===== config.mk =====
export PLATFORM = sky130hd
export DESIGN_NAME = seg_scan_ctrl
export DESIGN_NICKNAME = d
export VERILOG_FILES = /design/src/rtl/seg_scan_ctrl.sv
export SDC_FILE = /design/constraint.sdc
export NUM_CORES = 1
export LEC_CHECK = 0
export CELL_PAD_IN_SITES_DETAIL_PLACEMENT = 1
export CELL_PAD_IN_SITES_GLOBAL_PLACEMENT = 1
export CORE_MARGIN = 3
export CORE_UTILIZATION = 41
export DETAILED_ROUTE_END_ITERATION = 8
export PLACE_DENSITY = 0.82
export SLEW_MARGIN = 20
export SYNTH_ARGS = -nofsm -noshare
export SYNTH_HDL_FRONTEND = slang
export SYNTH_SLANG_ARGS = --single-unit
export TNS_END_PERCENT = 100

===== constraint.sdc =====
create_clock -name CLK -period 2.78 [get_ports CLK]
set_input_delay 0.417 -clock CLK [delete_from_list [all_inputs] [get_ports CLK]]
set_output_delay 0.417 -clock CLK [all_outputs]
set_load 0.05 [all_outputs]

===== src/rtl/seg_scan_ctrl.sv =====
// seg_scan_ctrl: time-multiplexed 7-segment scan controller.
// N_DIGITS BCD digits share one 8-bit segment bus (bit7 = DP). A shadow copy of
// the BCD/DP word is taken only at frame boundaries (or while idle) via a
// LOAD/LOAD_ACK handshake, so a frame is never torn.
// Optional build macro SEG_SCAN_LEADING_ZERO_BLANK_EN: blank leading zero digits
// (digit 0 always shown). Undefined by default.
module seg_scan_ctrl #(
  parameter int N_DIGITS    = 2,
  parameter int DIV_TICKS   = 1000,
  parameter int BLANK_TICKS = 4
) (
  input  logic                  CLK,
  input  logic                  RST,
  input  logic                  EN,
  input  logic                  LOAD,
  input  logic [4*N_DIGITS-1:0] BCD_IN,
  input  logic [N_DIGITS-1:0]   DP_IN,
  output logic [7:0]            SEG,
  output logic [N_DIGITS-1:0]   DIG,
  output logic                  LOAD_ACK
);

  localparam int TW = (DIV_TICKS > 1) ? $clog2(DIV_TICKS) : 1;
  localparam int SW = (N_DIGITS > 1) ? $clog2(N_DIGITS) : 1;

  typedef enum logic {IDLE, SCAN} state_t;

  state_t                state;
  logic [TW-1:0]         tick_p0;
  logic [SW-1:0]         slot_p0;
  logic [4*N_DIGITS-1:0] shadow_bcd;
  logic [N_DIGITS-1:0]   shadow_dp;

  logic [7:0]            seg_p1;
  logic [N_DIGITS-1:0]   dig_p1;
  logic                  ack_p1;

  logic [3:0]            cur_bcd;
  logic                  cur_dp;
  logic [N_DIGITS-1:0]   dig_cur;
  logic                  cur_blank;
  logic [7:0]            seg_cur;
  logic                  tick_last;
  logic                  frame_end;
  logic                  in_blank;

  // BCD to segments (g..a); codes 10..15 render as a dash
  function automatic logic [6:0] decode7(input logic [3:0] d);
    logic [6:0] s;
    case (d)
      4'd0:    s = 7'b0111111;
      4'd1:    s = 7'b0000110;
      4'd2:    s = 7'b1011011;
      4'd3:    s = 7'b1001111;
      4'd4:    s = 7'b1100110;
      4'd5:    s = 7'b1101101;
      4'd6:    s = 7'b1111101;
      4'd7:    s = 7'b0000111;
      4'd8:    s = 7'b1111111;
      4'd9:    s = 7'b1101111;
      default: s = 7'b1000000;
    endcase
    return s;
  endfunction

  assign tick_last = (tick_p0 == TW'(DIV_TICKS - 1));
  assign frame_end = tick_last && (slot_p0 == SW'(N_DIGITS - 1));
  assign in_blank  = (tick_p0 < TW'(BLANK_TICKS));

  // Select the shadow digit and one-hot strobe for the current slot
  always_comb begin
    cur_bcd = 4'd0;
    cur_dp  = 1'b0;
    dig_cur = '0;
    for (int k = 0; k < N_DIGITS; k++) begin
      if (slot_p0 == SW'(k)) begin
        cur_bcd    = shadow_bcd[4*k +: 4];
        cur_dp     = shadow_dp[k];
        dig_cur[k] = 1'b1;
      end
    end
  end

`ifdef SEG_SCAN_LEADING_ZERO_BLANK_EN
  logic [N_DIGITS-1:0] lz_blank;
  logic                zero_above;

  // A digit above 0 is blank when it and all higher digits are 0 with no DP
  always_comb begin
    zero_above = 1'b1;
    lz_blank   = '0;
    for (int k = N_DIGITS - 1; k >= 0; k--) begin
      zero_above = zero_above && (shadow_bcd[4*k +: 4] == 4'd0) && !shadow_dp[k];
      if (k > 0) lz_blank[k] = zero_above;
    end
  end

  assign cur_blank = |(lz_blank & dig_cur);
`else
  assign cur_blank = 1'b0;
`endif

  assign seg_cur = cur_blank ? 8'h00 : {cur_dp, decode7(cur_bcd)};

  // Scan FSM, tick/slot counters, snapshot capture and registered outputs
  always_ff @(posedge CLK or posedge RST) begin
    if (RST) begin
      state      <= IDLE;
      tick_p0    <= '0;
      slot_p0    <= '0;
      shadow_bcd <= '0;
      shadow_dp  <= '0;
      seg_p1     <= 8'h00;
      dig_p1     <= '0;
      ack_p1     <= 1'b0;
    end else begin
      ack_p1 <= 1'b0;
      case (state)
        IDLE: begin
          tick_p0 <= '0;
          slot_p0 <= '0;
          seg_p1  <= 8'h00;
          dig_p1  <= '0;
          if (LOAD) begin
            shadow_bcd <= BCD_IN;
            shadow_dp  <= DP_IN;
            ack_p1     <= 1'b1;
          end
          if (EN) state <= SCAN;
        end
        SCAN: begin
          // capture happens even if EN drops on the same frame-end edge
          if (frame_end && LOAD) begin
            shadow_bcd <= BCD_IN;
            shadow_dp  <= DP_IN;
            ack_p1     <= 1'b1;
          end
          if (!EN) begin
            state   <= IDLE;
            tick_p0 <= '0;
            slot_p0 <= '0;
            seg_p1  <= 8'h00;
            dig_p1  <= '0;
          end else begin
            if (tick_last) begin
              tick_p0 <= '0;
              slot_p0 <= (slot_p0 == SW'(N_DIGITS - 1)) ? '0 : slot_p0 + SW'(1);
            end else begin
              tick_p0 <= tick_p0 + TW'(1);
            end
            // stage p0 -> p1: outputs follow tick/slot by one register
            if (in_blank) begin
              seg_p1 <= 8'h00;
              dig_p1 <= '0;
            end else begin
              seg_p1 <= seg_cur;
              dig_p1 <= dig_cur;
            end
          end
        end
        default: state <= IDLE;
      endcase
    end
  end

  assign SEG      = seg_p1;
  assign DIG      = dig_p1;
  assign LOAD_ACK = ack_p1;

endmodule

# --- Yosys cells after proc, flatten, opt, wreduce, memory -nomap -nowiden ---
# Memory sizes are Yosys's and may differ from the RTL's.
# Cells that the tools add are included.
op_classes:
  addsub: 2
  n_lt_le_gt_ge: 1
  n_eq_ne: 4
  mux: 27
  bitwise: 1
  n_reduce_logical: 3
op_table:
  columns: ["cell", "count"]
  rows:
  - ["2-to-1 mux 8 bit", 4]
  - ["case mux 8 bit (2 select lines)", 2]
  - ["2-to-1 mux 10 bit", 2]
  - ["case mux 10 bit (2 select lines)", 1]
  - ["adder 10 x 1 -> 10 bit, second input constant", 1]
  - ["== test 10 bit, second input constant", 1]
  - ["< comparator 10 x 3 -> 1 bit, second input constant", 1]
  - ["2-to-1 mux 1 bit", 9]
  - ["2-to-1 mux 2 bit", 4]
  - ["case mux 2 bit (2 select lines)", 2]
  - ["2-to-1 mux 4 bit", 1]
  - ["case mux 1 bit (2 select lines)", 2]
  - ["inequality test 3 x 2 -> 1 bit, second input constant", 1]
  - ["logical AND 1 bit", 2]
  - ["inequality test 2 x 1 -> 1 bit, second input constant", 1]
  - ["inequality test 2 bit, second input constant", 1]
  - ["AND reduction 2 bit", 1]
  - ["adder 1 bit, second input constant", 1]
  - ["inverter 1 bit", 1]
word_totals:
  register_bits: 33
  romBits: 112
  in_bits: 14
  output_inout_bits: 11
  word_cells: 47
  n_memories: 1
memory_table:
  columns: ["memory", "depth", "word_bits", "rd", "rd_clocked_by_memory_dff", "wr", "line", "text"]
  rows:
  - ["(name not given)", 16, 7, 1, 0, 0, "50", "case (d)"]

# --- Logic depth before layout (Yosys ltp) ---
# Gate-level depths: netlist (run 1).
depth:
  ltp_word: 5
  mapped_depth: 7
  mapped_depth_nobuf: 6

# --- Least setup slack after synthesis (run 1) ---
# No wires, ideal clock.
synth_path:
  kind: "reg-to-reg"
  start: "register tick_p0[0]"
  end: "register shadow_bcd[0]"
  setup_ns: 0.125
  arrival_ns: 1.820
  required_time_ns: 2.655
  slack_ns: 0.835
  stages_incl_launch_ff: 7
  n_path_buf: 1
  synth_period_minus_slack_ns: 1.945
  cell_sequence: "dfrtp_1 ha_1 nand3_1 or4_4 o22ai_4 buf_12 mux2_4"
synth_between:
  elab_chain_len: 5
synth_rtl:
  columns: ["item", "line", "text"]
  rows:
  - ["start: declaration", "29", "logic [TW-1:0] tick_p0;"]
  - ["start signal: assignment", "149", "tick_p0 <= tick_p0 + TW'(1);"]
  - ["== test 10 bit", "66", "assign tick_last = (tick_p0 == TW'(DIV_TICKS - 1));"]
  - ["logical AND 1 bit", "67", "assign frame_end = tick_last && (slot_p0 == SW'(N_DIGITS - 1));"]
  - ["logical AND 1 bit", "133", "if (frame_end && LOAD) begin"]
  - ["inequality test 2 x 1 -> 1 bit (no source line)", null, null]
  - ["AND reduction 2 bit (no source line)", null, null]
  - ["end signal: assignment", "111", "shadow_bcd <= '0;"]
  - ["end signal: assignment", "125", "shadow_bcd <= BCD_IN;"]
  - ["end signal: assignment", "134", "shadow_bcd <= BCD_IN;"]
  - ["end: declaration", "31", "logic [4*N_DIGITS-1:0] shadow_bcd;"]
# Every way passes these cells.
# A chain may end at the register's enable or synchronous reset.

# --- Final worst setup path (run 1) ---
layout_path:
  start: "register tick_p0[0]"
  end: "register shadow_bcd[6]"
# The elaborated chain is that of the path after synthesis.

==> flow_summary.ini, run 1 <==
[yosys]
synth.avg_cell_area_sq_um = 11.9
synth-seq-cells = 33
yosysWarningCount = 0
synth_area_sq_um = 1550
yosys.area.top_type = dfrtp_1
syn_inst = 130
synth_edf_count = 0
synth.top_cell.area_share_pct = 53.4
synthTopCellsByArea = dfrtp_1, mux2_4, ha_1
yosysSeqAreaShare_pct = 53.4
ys.flop_type = dfrtp_1
ys_types = 28
async_reset_ff_share_pct = 100
synth_fp_nets = 150

[timing]
setup_violations = 0
finalCritPeriodShare_pct = 83.6
hold_viol = 0
slew_viol_final = 0
fin_tns_setup_ns = 0
slew_headroom_pct = 61.2
min_period_ns = 2.32
rsz0062_at_grt = false
skew_ns = 0.00642
max_freq_mhz = 430
worst_pin_slew_ns = 0.566

[clock_tree]
post_cts_buffers = 0
htreeDepth = 2
cts.sinks = 33
cts_buffers = 5
root_buffer = clkbuf_8
post_cts_resized = 0
clkTransAtPathRegs_ns = 0.06
worstSkewPairLatency_ns = 0.28
cts_tree = done
hold_buffers = 0
cts_buffer_depth = 2

[worst_hold_path]
hold_class = reg -> reg
hp-start = tick_p0[0]
hold_depth = 1
worstHoldEndpoint = tick_p0[0]

[routing]
routed_wl_um = 3180
vias = 1052
postRouteAntennaNets = 0
drtPass1Iterations = 3
drt_iter0_drc = 30
wire_per_inst_um = 15.5
drc_errors = 0
vias_per_cell = 5.13

[grt]
grt_overflow = 0
grt_pass1_wl_um = 5370
grtUsageMet1_pct = 20.0
top_usage_layer = met2
grt_antenna_before_repair = 0
use_met3_pct = 4.99
track_usage_pct = 16.5
met2_usage_pct = 26.5
grt_pass1_vias = 1085
grt_max_degree = 34

[critical_path]
start_kind = flop
crit_arrival_ns = 2.49
required_ns = 2.94
path_class = reg -> reg
r2r-end = shadow_bcd[6]
rr_startpoint = tick_p0[0]
critPathMaxFanout = 11
end_kind = flop
r2r_cells = 5
r2r_setup_slack_ns = 0.46

[pwr]
p_leak_nw = 0.839
sw_frac_of_total_pct = 24.6
p_switching_mw = 0.253
ir_worst_vdd_mv = 0.347
p_per_area_nw_per_um2 = 538
power.share.clock_pct = 35.2
p_seq_share_pct = 50.8
intPower_mw = 0.774
combPwrFrac_pct = 14.0

[cells_and_area]
final_area_sq_um = 1910
utilization_pct = 55.0
final_common_cell = dfrtp_1
final_cell_mix = dfrtp_1, clkdlybuf4s50_1, nor2_1
drive_gt1_share_pct = 13.2
fillCellCount = 381
area_growth_pct = 23.4
nNetsFinal = 179
n_antenna_cell = 0

[placed_design]
port_buffers = 24
dpl_cell_area_sq_um = 1820
place_congestion = 0.859
hpwl_um = 2370

[floorplanning]
die_h_um = 67.4
ios = 25
initial_core_util_pct = 44.6
die_x_um = 67.4
rows = 21
dieArea_sq_um = 4540
core_sq_um = 3470

[job]
maxCapViolations = 0

[run_status]
status = finished clean
synth_stat cells, types with 2 or more instances:
cell	number
mux2_2	3
mux2i_1	6
nand2_1	8
mux2_4	9
nor2_1	17
inv_1	7
xor2_1	5
dfrtp_1	33
o21ai_0	3
ha_1	6
o22ai_1	2
a21oi_1	6
xnor2_1	4
nor4_1	3
nand3_1	5
how the worst max path moves through the flow:
stage / slack [ns] / end / startpoint / cells past startpoint
floorplan: 0.83 / shadow_bcd[0] / tick_p0[0] / 6
global placement: 0.63 / shadow_bcd[6] / tick_p0[0] / 5
detailed placement: 0.45 / shadow_bcd[6] / tick_p0[0] / 5
CTS: 0.44 / shadow_bcd[6] / tick_p0[0] / 5
global route: 0.30 / shadow_bcd[6] / tick_p0[0] / 5
finish: 0.46 / shadow_bcd[6] / tick_p0[0] / 5
routing by layer:
metal  up-vias  routed length [um]
met5         -                   0
met4         0                  57
met3         7                 138
met2        27                1610
met1       518                1370
li1        500                   -
layout make-up:
type / count / area [sq um] / share of cell area (%)
sequential: 33 / 826 / 43.3
multi-input combinational: 87 / 663 / 34.8
timing repair buffer: 25 / 248 / 13.0
clock buffer: 7 / 86.3 / 4.53
tap: 46 / 57.6 / 3.02
inverter: 7 / 26.3 / 1.38
kinds of logic (layout without fill, tap and decap cells):
kind of cell	Yosys count	count (layout)	synth area share, %
AO/OA/AOI/OAI	14	14	5.99
multiplexers	18	18	14.8
buffers and inverters	10	39	3.64
AND/OR/NAND/NOR	40	40	12.1
flip-flops	33	33	53.4
XOR/XNOR	9	9	5.10
adder cells (fa/ha/maj)	6	6	4.86
power by group through the flow:
stage | clock [mW] | combinational (mW) | sequential (mW)
after floorplan | 0 | 0.0988 | 0.527
after global placement | 0 | 0.134 | 0.528
after detailed placement | 0 | 0.144 | 0.530
after CTS | 0.371 | 0.145 | 0.522
after global routing | 0.398 | 0.160 | 0.525
final | 0.361 | 0.144 | 0.521
worst max-delay path, cell delays in order (launching register included):
cell and delay (ns):
dfrtp_1 0.40, ha_1 0.28, nand3_1 0.14, or4_4 0.58, o22ai_4 0.42, mux2_2 0.39
sequential cells by signal (all words and copies together) (netlist names):
name	flops
DIG	2
LOAD_ACK	1
SEG	8
shadow_bcd	8
shadow_dp	2
slot_p0	1
state	1
tick_p0	10
through the flow:
step / hold WS (ns) / total power, mW / setup slack (ns) / instances
CTS: 0.510 / 1.04 / 0.436 / 205
global route: 0.541 / 1.08 / 0.300 / 205
detailed placement: 0.498 / 0.674 / 0.448 / 198
finish: 0.509 / 1.03 / 0.457 / 205
global placement: 0.467 / 0.662 / 0.632 / 198
floorplan: 0.448 / 0.626 / 0.835 / 130
No activity file was read; power rests on OpenSTA's default activity.
==> run 2, diff against run 1 <==
==> constraint.sdc (replaced) <==
create_clock -name CLK -period 2.23 [get_ports CLK]
set_input_delay 0.3345 -clock CLK [delete_from_list [all_inputs] [get_ports CLK]]
set_output_delay 0.3345 -clock CLK [all_outputs]
set_load 0.05 [all_outputs]
==> run 2 against run 1 <==
Maximum frequency rose by 8.9%. Sequential power rose by 25%. Combinational power up 40%. Clock skew is essentially flat. Global-route usage grew 2.5 points. Clock power increased by 19%. Final area grew 2.8%. Clock-buffer cell count is 1 lower. First-iteration DRC count fell by 10%. Flip-flop and latch count did not move.
==> flow_summary.ini, run 2 (synthesis gave the netlist of run 1 again) <==
[critical_path]
crit_family = simple AND/OR/NAND/NOR gates
cp_slowest_cell = or4_4
critPathMaxFanout = 11
start_kind = flop
path_class = reg -> reg
end_kind = flop
crit_arrival_ns = 2.31
required_ns = 2.40
cp.buffers_inverters = 1
cpPeakStageDelay_ns = 0.57
worstPathCellList = ha_1 -> nand3_1 -> or4_4 -> o22ai_4 -> buf_12 -> mux2_2

[routing]
drc_errors = 0
vias = 1095
postRouteAntennaNets = 0
routed_wl_um = 3470
drtPass1Iterations = 4
vias_per_cell = 5.17
wire_per_inst_um = 16.4
drt_iter0_drc = 27

[cells_and_area]
area_growth_pct = 26.9
final_common_cell = dfrtp_1
nNetsFinal = 185
fillCellCount = 377
largest_reg_flops = 10
seqCellArea_sq_um = 826
final_cell_mix = dfrtp_1, clkdlybuf4s50_1, nor2_1
n_antenna_cell = 0
regMostFlops = tick_p0
utilization_pct = 56.5
final_cells = 212
drive_gt1_share_pct = 16.9
multi_input_area_sq_um = 663
final_area_sq_um = 1960

[timing]
max_freq_mhz = 469
slew_headroom_pct = 65.5
fin_tns_setup_ns = 0
hold_ws_ns = 0.430
skew_ns = 0.00617
finalWorstSetupSlack_ns = 0.0968
hold_viol = 0
worst_pin_slew_ns = 0.515
finalCritPeriodShare_pct = 95.7
setup_violations = 0
slew_viol_final = 0
min_period_ns = 2.13
rsz0062_at_grt = false

[floorplanning]
core_sq_um = 3470
dieArea_sq_um = 4540
die_x_um = 67.4
initial_core_util_pct = 44.6
die_h_um = 67.4
ios = 25
rows = 21

[pwr]
p_per_area_nw_per_um2 = 654
combPwrFrac_pct = 15.8
p_leak_nw = 0.873
p_total_mw = 1.28
ir_worst_vdd_mv = 0.370
intPower_mw = 0.953
p_switching_mw = 0.330
sw_frac_of_total_pct = 25.7
p_seq_share_pct = 50.8
power.share.clock_pct = 33.4

[clock_tree]
cts_buffers = 5
post_cts_buffers = 0
cts_buffer_depth = 2
worstSkewPairLatency_ns = 0.29
hold_buffers = 0
post_cts_resized = 0
clkTransAtPathRegs_ns = 0.07
htreeDepth = 2
cts_tree = done
root_buffer = clkbuf_8
cts.sinks = 33

[placed_design]
place_congestion = 0.864
dpl_cell_area_sq_um = 1880
hpwl_um = 2590
dp_slack_ns = 0.0914
dp_cells = 204
port_buffers = 24

[grt]
grt_pass1_wl_um = 6060
track_usage_pct = 19.0
met2_usage_pct = 31.4
grtUsageMet1_pct = 21.1
top_usage_layer = met2
grt_antenna_before_repair = 0
use_met3_pct = 5.99
grt_pass1_vias = 1256
grt_overflow = 0
grt_max_degree = 34

[run_status]
status = finished clean

[worst_hold_path]
hold_class = in -> async

[job]
maxCapViolations = 0
## run 2: per-layer routing
metal / vias up / part of all wire (%)
li1: 509 / -
met1: 540 / 40
met2: 32 / 51
met3: 14 / 4.1
met4: 0 / 5.0
met5: - / 0
## run 2: final timing paths
check	start	to	slack [ns]	cells past startpoint
max	tick_p0[0]	shadow_bcd[6]	0.1	6
min	RST	SEG[7]	0.43	3
max reg2reg	tick_p0[0]	shadow_bcd[6]	0.1	6
min reg2reg	tick_p0[0]	tick_p0[0]	0.51	1
max in group asynchronous	RST	tick_p0[5]	1.51	3
min in group CLK	tick_p0[0]	tick_p0[0]	0.51	1
## run 2: cell type report
class | count | share of cell area, %
sequential | 33 | 42.1
multi-input combinational | 87 | 33.8
clock buffer | 6 | 3.70
clock inverter | 2 | 0.511
tap | 46 | 2.94
inverter | 7 | 1.34
timing repair buffer | 31 | 15.6
## run 2: worst reg2reg max path: stages, from the launching register on
cell and delay [ns]:
dfrtp_1 0.40, ha_1 0.26, nand3_1 0.11, or4_4 0.57, o22ai_4 0.18, buf_12 0.17, mux2_2 0.33
## run 2: power groups by stage
stage | logic (mW) | clock network [mW] | registers, mW
finish | 0.202 | 0.428 | 0.652
global route | 0.224 | 0.485 | 0.656
CTS | 0.204 | 0.442 | 0.652
detailed placement | 0.200 | 0 | 0.663
global placement | 0.186 | 0 | 0.658
floorplan | 0.123 | 0 | 0.657
